===== src/rtl/mult_div_unit.sv =====
// mult_div_unit: 32-bit iterative multiply/divide unit (MULTU, MULT, DIVU, DIV).
// One radix-2 step per clock. Signed operations run on magnitudes and are
// sign-corrected in a final fix-up cycle. Latency is 33 edges from start
// acceptance to the done pulse, independent of op and operand values.
//
// Ports:
//   clk    in   1   rising-edge clock
//   rst_n  in   1   asynchronous active-low reset
//   start  in   1   begin an operation (sampled only when idle)
//   op     in   2   00 MULTU, 01 MULT, 10 DIVU, 11 DIV
//   A      in  32   multiplicand / dividend
//   B      in  32   multiplier / divisor
//   busy   out  1   operation in progress (RUN, FIX)
//   done   out  1   one-cycle pulse, HI/LO/div0 valid
//   HI     out 32   product[63:32] or remainder
//   LO     out 32   product[31:0] or quotient
//   div0   out  1   completed divide had a zero divisor
module mult_div_unit (
    input  logic        clk,
    input  logic        rst_n,
    input  logic        start,
    input  logic [1:0]  op,
    input  logic [31:0] A,
    input  logic [31:0] B,
    output logic        busy,
    output logic        done,
    output logic [31:0] HI,
    output logic [31:0] LO,
    output logic        div0
);

    localparam int DATA_W = 32;

    typedef enum logic [1:0] {IDLE, RUN, FIX, DONE} state_t;

    state_t              state, state_nxt;
    logic [4:0]          cnt;
    logic [1:0]          op_r;
    logic                sa_r, sb_r;
    logic [DATA_W-1:0]   a_r, b_r, wh, wl;
    logic signed [DATA_W-1:0] a_s, b_s;
    logic                sign_a, sign_b;
    logic [DATA_W:0]     shifted;
    logic [DATA_W:0]     sum;
    logic [2*DATA_W-1:0] prod_fix;
    logic [DATA_W-1:0]   q_raw, r_raw, hi_fix, lo_fix;
    logic                dz;

    function automatic logic [DATA_W-1:0] neg32(input logic [DATA_W-1:0] x);
        return ~x + 32'd1;
    endfunction

    function automatic logic [2*DATA_W-1:0] neg64(input logic [2*DATA_W-1:0] x);
        return ~x + 64'd1;
    endfunction

    function automatic logic [DATA_W-1:0] mag32(input logic signed [DATA_W-1:0] x,
                                                 input logic neg);
        return neg ? neg32(x) : x;
    endfunction

    assign a_s    = A;
    assign b_s    = B;
    assign sign_a = op[0] & (a_s < 0);
    assign sign_b = op[0] & (b_s < 0);

    // Restoring-divide trial value and shift-add partial sum
    assign shifted = {wh, wl[DATA_W-1]};
    assign sum     = {1'b0, wh} + (wl[0] ? {1'b0, b_r} : 33'd0);

    // Sign correction applied in FIX; a zero divisor overrides the iterated result
    always_comb begin
        dz       = op_r[1] && (b_r == 32'd0);
        prod_fix = (op_r[0] && (sa_r ^ sb_r)) ? neg64({wh, wl}) : {wh, wl};
        q_raw    = dz ? 32'hFFFF_FFFF : wl;
        r_raw    = dz ? a_r : wh;
        if (op_r[1]) begin
            lo_fix = (op_r[0] && (sa_r ^ sb_r) && !dz) ? neg32(q_raw) : q_raw;
            hi_fix = (op_r[0] && sa_r) ? neg32(r_raw) : r_raw;
        end else begin
            lo_fix = prod_fix[DATA_W-1:0];
            hi_fix = prod_fix[2*DATA_W-1:DATA_W];
        end
    end

    always_comb begin
        state_nxt = state;
        case (state)
            IDLE:    if (start) state_nxt = RUN;
            RUN:     if (cnt == 5'd31) state_nxt = FIX;
            FIX:     state_nxt = DONE;
            DONE:    state_nxt = IDLE;
            default: state_nxt = IDLE;
        endcase
    end

    always_ff @(posedge clk or negedge rst_n) begin
        if (!rst_n) state <= IDLE;
        else        state <= state_nxt;
    end

    always_ff @(posedge clk or negedge rst_n) begin
        if (!rst_n) begin
            cnt  <= 5'd0;
            busy <= 1'b0;
            done <= 1'b0;
            HI   <= 32'd0;
            LO   <= 32'd0;
            div0 <= 1'b0;
        end else begin
            busy <= (state_nxt == RUN) || (state_nxt == FIX);
            done <= (state_nxt == DONE);
            if (state == IDLE)     cnt <= 5'd0;
            else if (state == RUN) cnt <= cnt + 5'd1;
            if (state == FIX) begin
                HI   <= hi_fix;
                LO   <= lo_fix;
                div0 <= dz;
            end
        end
    end

    // Operand capture and iteration datapath
    always_ff @(posedge clk) begin
        if (state == IDLE && start) begin
            op_r <= op;
            sa_r <= sign_a;
            sb_r <= sign_b;
            a_r  <= mag32(a_s, sign_a);
            b_r  <= mag32(b_s, sign_b);
            wh   <= 32'd0;
            wl   <= mag32(a_s, sign_a);
        end else if (state == RUN) begin
            if (op_r[1]) begin
                if (shifted >= {1'b0, b_r}) begin
                    wh <= 32'(shifted - {1'b0, b_r});
                    wl <= {wl[DATA_W-2:0], 1'b1};
                end else begin
                    wh <= shifted[DATA_W-1:0];
                    wl <= {wl[DATA_W-2:0], 1'b0};
                end
            end else begin
                wh <= sum[DATA_W:1];
                wl <= {sum[0], wl[DATA_W-1:1]};
            end
        end
    end

endmodule


===== config.mk =====
export PLATFORM = sky130hd
export DESIGN_NAME = mult_div_unit
export DESIGN_NICKNAME = d
export VERILOG_FILES = /design/src/rtl/mult_div_unit.sv
export SDC_FILE = /design/constraint.sdc
export NUM_CORES = 1
export LEC_CHECK = 0
export CAP_MARGIN = 20
export CORE_UTILIZATION = 54
export CTS_CLUSTER_DIAMETER = 200
export DETAILED_ROUTE_END_ITERATION = 10
export GPL_TIMING_DRIVEN = 1
export PLACE_DENSITY = 0.8
export SYNTH_ARGS = -nofsm -noshare
export SYNTH_HDL_FRONTEND = slang
export SYNTH_SLANG_ARGS = --single-unit

===== constraint.sdc =====
create_clock -name clk -period 3.9 [get_ports clk]
set_clock_uncertainty 0.2 [all_clocks]
set_input_delay 0.39 -clock clk [delete_from_list [all_inputs] [get_ports clk]]
set_output_delay 0.39 -clock clk [all_outputs]
set_load 0.02 [all_outputs]

### Word-level counts from Yosys, hierarchy flattened

Index checks and enable logic that the tools add are counted.

* $lt $le $gt $ge: 3
* muxes and demuxes: 21
* reduce and logical (&&, ||, !) cells: 11
* add/subtract/negate cells: 8
* equal/unequal tests: 7
* bitwise gates (word level): 8

Operators with widths (number)
* 32-bit two-way mux: 14
* 32-bit by 1-bit adder with 32-bit output, second input constant: 4
* 32-bit inverter: 4
* 64-bit by 1-bit adder with 64-bit output, second input constant: 1
* 32-bit by 1-bit < comparator with 1-bit output, second input constant: 2
* 64-bit two-way mux: 1
* 64-bit inverter: 1
* 32-bit by 32-bit adder with 33-bit output: 1
* 33-bit by 32-bit >= comparator with 1-bit output: 1
* 32-bit logical NOT: 1
* 32-bit subtractor: 1
* 5-bit two-way mux: 2
* 2-bit == test, second input constant: 4
* 2-bit case mux with 4 select lines: 1
* 5-bit by 1-bit adder with 5-bit output, second input constant: 1
* 5-bit == test, second input constant: 1
* 1-bit logical AND: 5
* 2-bit by 1-bit == test with 1-bit output, second input constant: 2
* 2-bit two-way mux: 2
* 2-bit nonzero test: 2
* 1-bit AND: 2
* 2-bit logical NOT: 1
* 1-bit logical NOT: 1
* 1-bit logical OR: 1
* other kinds (2): 2

* logic and storage cells: 72
* bits in registers: 206
* input port bits: 69

### Longest topological paths before layout

* word-level depth: 7
* depth in mapped cells: 17
* gate-level depth less buffers: 15

### Least setup slack after synthesis

Ideal clock, no wire load.

* path kind: reg-to-reg
* from: reg b_r[19]
* to: reg HI[18]
* setup time: 0.066 ns
* setup slack: -0.050 ns
* data required time: 3.634 ns
* data arrival time: 3.684 ns
* cell stages (with the launch flop): 17
* cells stage by stage: edfxtp_1 nor4_1 nand4_1 nor4_2 clkbuf_1 buf_2 nor2_1 a21oi_1 ha_1 nand3b_1 nand4_1 or2_2 nor3_1 nor3_1 nor4b_1 a311oi_1 a22o_1

* cells in the longest elaborated chain, start to end: 7

Ends and longest elaborated chain
* start: declaration: line 40 `logic [DATA_W-1:0] a_r, b_r, wh, wl;`
* start signal: assignment: line 130 `b_r <= mag32(b_s, sign_b);`
* 32-bit logical NOT *: line 73 `dz = op_r[1] && (b_r == 32'd0);`
* 1-bit logical AND *: line 73
* 32-bit two-way mux *: line 76 `r_raw = dz ? a_r : wh;`
* 32-bit inverter: line 50 `return ~x + 32'd1;`
* 32-bit by 1-bit adder with 32-bit output: line 50
* 32-bit two-way mux *: line 79 `hi_fix = (op_r[0] && sa_r) ? neg32(r_raw) : r_raw;`
* 32-bit two-way mux *: line 77 `if (op_r[1]) begin`
* end signal: assignment: line 116 `HI <= hi_fix;`
* end: declaration: line 27 `output logic [31:0] HI,`

Mark *: on every way between the ends. The rest lies on a longest branch, timed or not.
A chain may end at the register's enable or synchronous reset.

### Final worst setup path

* from: reg wl[24]
* to: reg HI[5]

* cells in the longest elaborated chain, start to end: 4

Ends and longest elaborated chain
* start: declaration: line 40
* start signal: assignment: line 132 `wl <= mag32(a_s, sign_a);`
* start signal: assignment: line 137 `wl <= {wl[DATA_W-2:0], 1'b1};`
* start signal: assignment: line 140 `wl <= {wl[DATA_W-2:0], 1'b0};`
* 64-bit inverter: line 54 `return ~x + 64'd1;`
* 64-bit by 1-bit adder with 64-bit output: line 54
* 64-bit two-way mux: line 74 `prod_fix = (op_r[0] && (sa_r ^ sb_r)) ? neg64({wh, wl}) : {wh, wl};`
* 32-bit two-way mux: line 77

No other way between the ends.

==> results <==
metrics by stage:
stage / std cells / TNS, ps / power, W / utilization / hold WS (ps)
floorplan: 2029 / 0 / 0.00946 / - / -106
global placement: 2527 / 0 / 0.0121 / 0.628 / 253
detailed placement: 2527 / -136 / 0.0122 / 0.628 / 270
CTS: 2573 / 0 / 0.0147 / 0.657 / 222
global route: 2576 / -22.7 / 0.0158 / 0.660 / 235
finish: 2576 / 0 / 0.0149 / 0.660 / 219
power by group:
group          switching (W)  internal [W]  leakage (nW)
Combinational        0.00508       0.00366          5.25
Clock               0.000976       0.00141         0.403
Sequential          0.000783       0.00302          2.23
synth_stat cells (27+ instances only):
library cell / number / area (um^2)
a211oi_1: 27 / 203
a21o_1: 40 / 300
a21oi_1: 154 / 771
a31oi_1: 49 / 307
clkbuf_1: 109 / 409
dfrtp_1: 74 / 1850
dfxtp_1: 32 / 641
edfxtp_1: 100 / 3000
ha_1: 72 / 901
inv_1: 62 / 233
mux2i_1: 66 / 661
nand2_1: 172 / 646
nand3_1: 46 / 230
nor2_1: 220 / 826
nor3_1: 66 / 330
nor4_1: 40 / 250
o21ai_0: 185 / 926
xnor2_1: 102 / 893
xor2_1: 96 / 841
final cells by class:
cell class / instances / area, um^2 / area share
Inverter: 63 / 239 / 0.0121
Sequential cell: 206 / 5500 / 0.277
Clock inverter: 10 / 123 / 0.00619
Multi-Input combinational cell: 1630 / 10600 / 0.533
Tap cell: 390 / 488 / 0.0246
Timing Repair Buffer: 243 / 2200 / 0.111
Clock buffer: 34 / 709 / 0.0358
how the worst max path moves through the flow:
stage / startpoint / end
2_1_floorplan: b_r[19] / HI[18]
3_3_place_gp: b_r[19] / HI[30]
3_5_place_dp: b_r[18] / HI[18]
4_1_cts: b_r[18] / HI[18]
5_1_grt: b_r[19] / HI[14]
6_report: wl[24] / HI[5]
logic make-up (layout without fill, tap and decap cells):
logic type | after synthesis | after routing | share of synthesized area
muxes | 75 | 75 | 0.0457
xor gates and xnor gates | 198 | 198 | 0.104
buffers and inverters | 193 | 350 | 0.0445
DFF | 206 | 206 | 0.329
and+or+nand+nor | 682 | 682 | 0.199
adders and majority gates | 74 | 74 | 0.0564
AOI/OAI and AO/OA | 601 | 601 | 0.221
what timing repair did:
item                                   in CTS  in global routing
setup endpoints to repair                   3                  8
gates resized for setup                     0                 14
setup buffers                               1                  3
gates cloned                                0                  0
hold buffers                                1                  0
endpoints found under the hold margin      74                  0
pin swaps                                   1                 10
state kept, by name, indices dropped and copies added (netlist names):
signal	count
HI	32
LO	32
a_r	32
b_r	32
busy	1
cnt	5
div0	1
done	1
op_r	2
sa_r	1
sb_r	1
state	2
wh	32
wl	32
per-layer routing:
| metal | share of wire | vias up | wire length [um] | track usage |
|---|---|---|---|---|
| met1 | 0.42 | 7923 | 24300 | 0.508 |
| li1 | - | 7704 | - | - |
| met5 | 0 | - | 0 | 0 |
| met3 | 0.11 | 130 | 6380 | 0.0797 |
| met4 | 0.030 | 0 | 1730 | 0.114 |
| met2 | 0.43 | 934 | 24900 | 0.549 |
==> results_dict.tcl <==
set metrics [dict create \
    status "complete, no violations" \
    diodes 0 \
    synthToLayoutAreaGrowth_pct 18.7 \
    dpl-instance-area_mm2 0.0189 \
    fmax_ghz 0.264 \
    dr.pass1.iters 6 \
    worst_setup_hold_path_clk_slew_ps 60 \
    ys_async_sr_fraction 0.359 \
    rsz0062_at_grt "yes" \
    final_max_slew_viol_count 0 \
    place_ws_ps -73.4 \
    tightestPinTransition_ps 1040 \
    cap_violations 0 \
    min_from "op[1]" \
    antenna_found_initial 0 \
    via_count 16700 \
    cp_top_family "simple AND/OR/NAND/NOR gates" \
    synth_cells 2029 \
    io_pins 136 \
    cts_tree "yes" \
    crit_type "flop to flop" \
    avgSynthCellArea_um2 8.22 \
    hold_viol_final 0 \
    path_depth 9 \
    grt_pass1_wl_mm 88.3 \
    r2r.worst_path.cells 9 \
    path_buf_inv 1 \
    cts.sinks 206 \
    clock_tree.buffer_depth 3 \
    worstPathMaxFanout 7 \
    grt_util_all_layers 0.361 \
    worstReg2RegEnd "HI[5]" \
    layout_commonest_cell "nor2_1" \
    grt_pass1_vias 15500 \
    crit_path_start_kind "flop" \
    final_cell_mix "219 x nor2_1, 185 x o21ai_0, 171 x nand2_1" \
    critPathArrivalTime_ps 3980 \
    cp.required_ps 4100 \
    critical_path.slowest_cell "nor4_1" \
    whs_path_depth 1 \
    ys_ff_latch 206 \
    p_leak_nw 7.89 \
    synthDistinctLibCells 82 \
    rows 63 \
    initial_core_util 0.556 \
    end_kind "flop" \
    yosysSeqAreaShare 0.329 \
    ant_nets 0 \
    wl_per_cell_um 22.2 \
    drt-total-wl_mm 57.2 \
    fill_cells 2522 \
    viasPerCell 6.48 \
    die_h_um 178 \
    reg2reg_from "wl[24]" \
    power.density_mw_per_mm2 753 \
    drt-initial-drc-count 2018 \
    place.gp.congestion 1.01 \
    design.die.area_mm2 0.0316 \
    whs_endpoint "op_r[1]" \
    h-tree-depth 1 \
    die_x_um 178 \
    design_area_mm2 0.0198 \
    synth-edff-count 100 \
    layout_worst_path_cycle_share 0.969 \
    fp.coreArea_mm2 0.0300 \
    synth-main-ff-cell "edfxtp_1" \
    hp-class "input pin to flop" \
    setup_viol 0 \
    final_nets 2311 \
    peakVddDrop_uv 447 \
    slew_headroom 0.306 \
    critPathMaxStageDelay_ps 770 \
    ff2ff_setup_slack_ps 120 \
    drc 0 \
    cts_buffers 24 \
    grt_overflow 0 \
    grt_max_degree 133 \
    netlist_area_mm2 0.0167 \
    portBuffers 135 \
    clkLatencyLatePin_ps 540 \
    period_minus_slack_ps 3780 \
    syn_nets 2172 \
    path_cells "nor4_1, nand4b_1, buf_4, or3_1, nor3_1, nor2_1, xor2_1, a222oi_1, o21ai_0" \
    root_buffer "clkbuf_16" \
    drive_above_1_share 0.0942 \
    hpwl_mm 43.2 \
    fin_ws_ps 119 \
    synth-warning-count 0 \
]
Note: power is estimated with default switching activity, not from simulation.
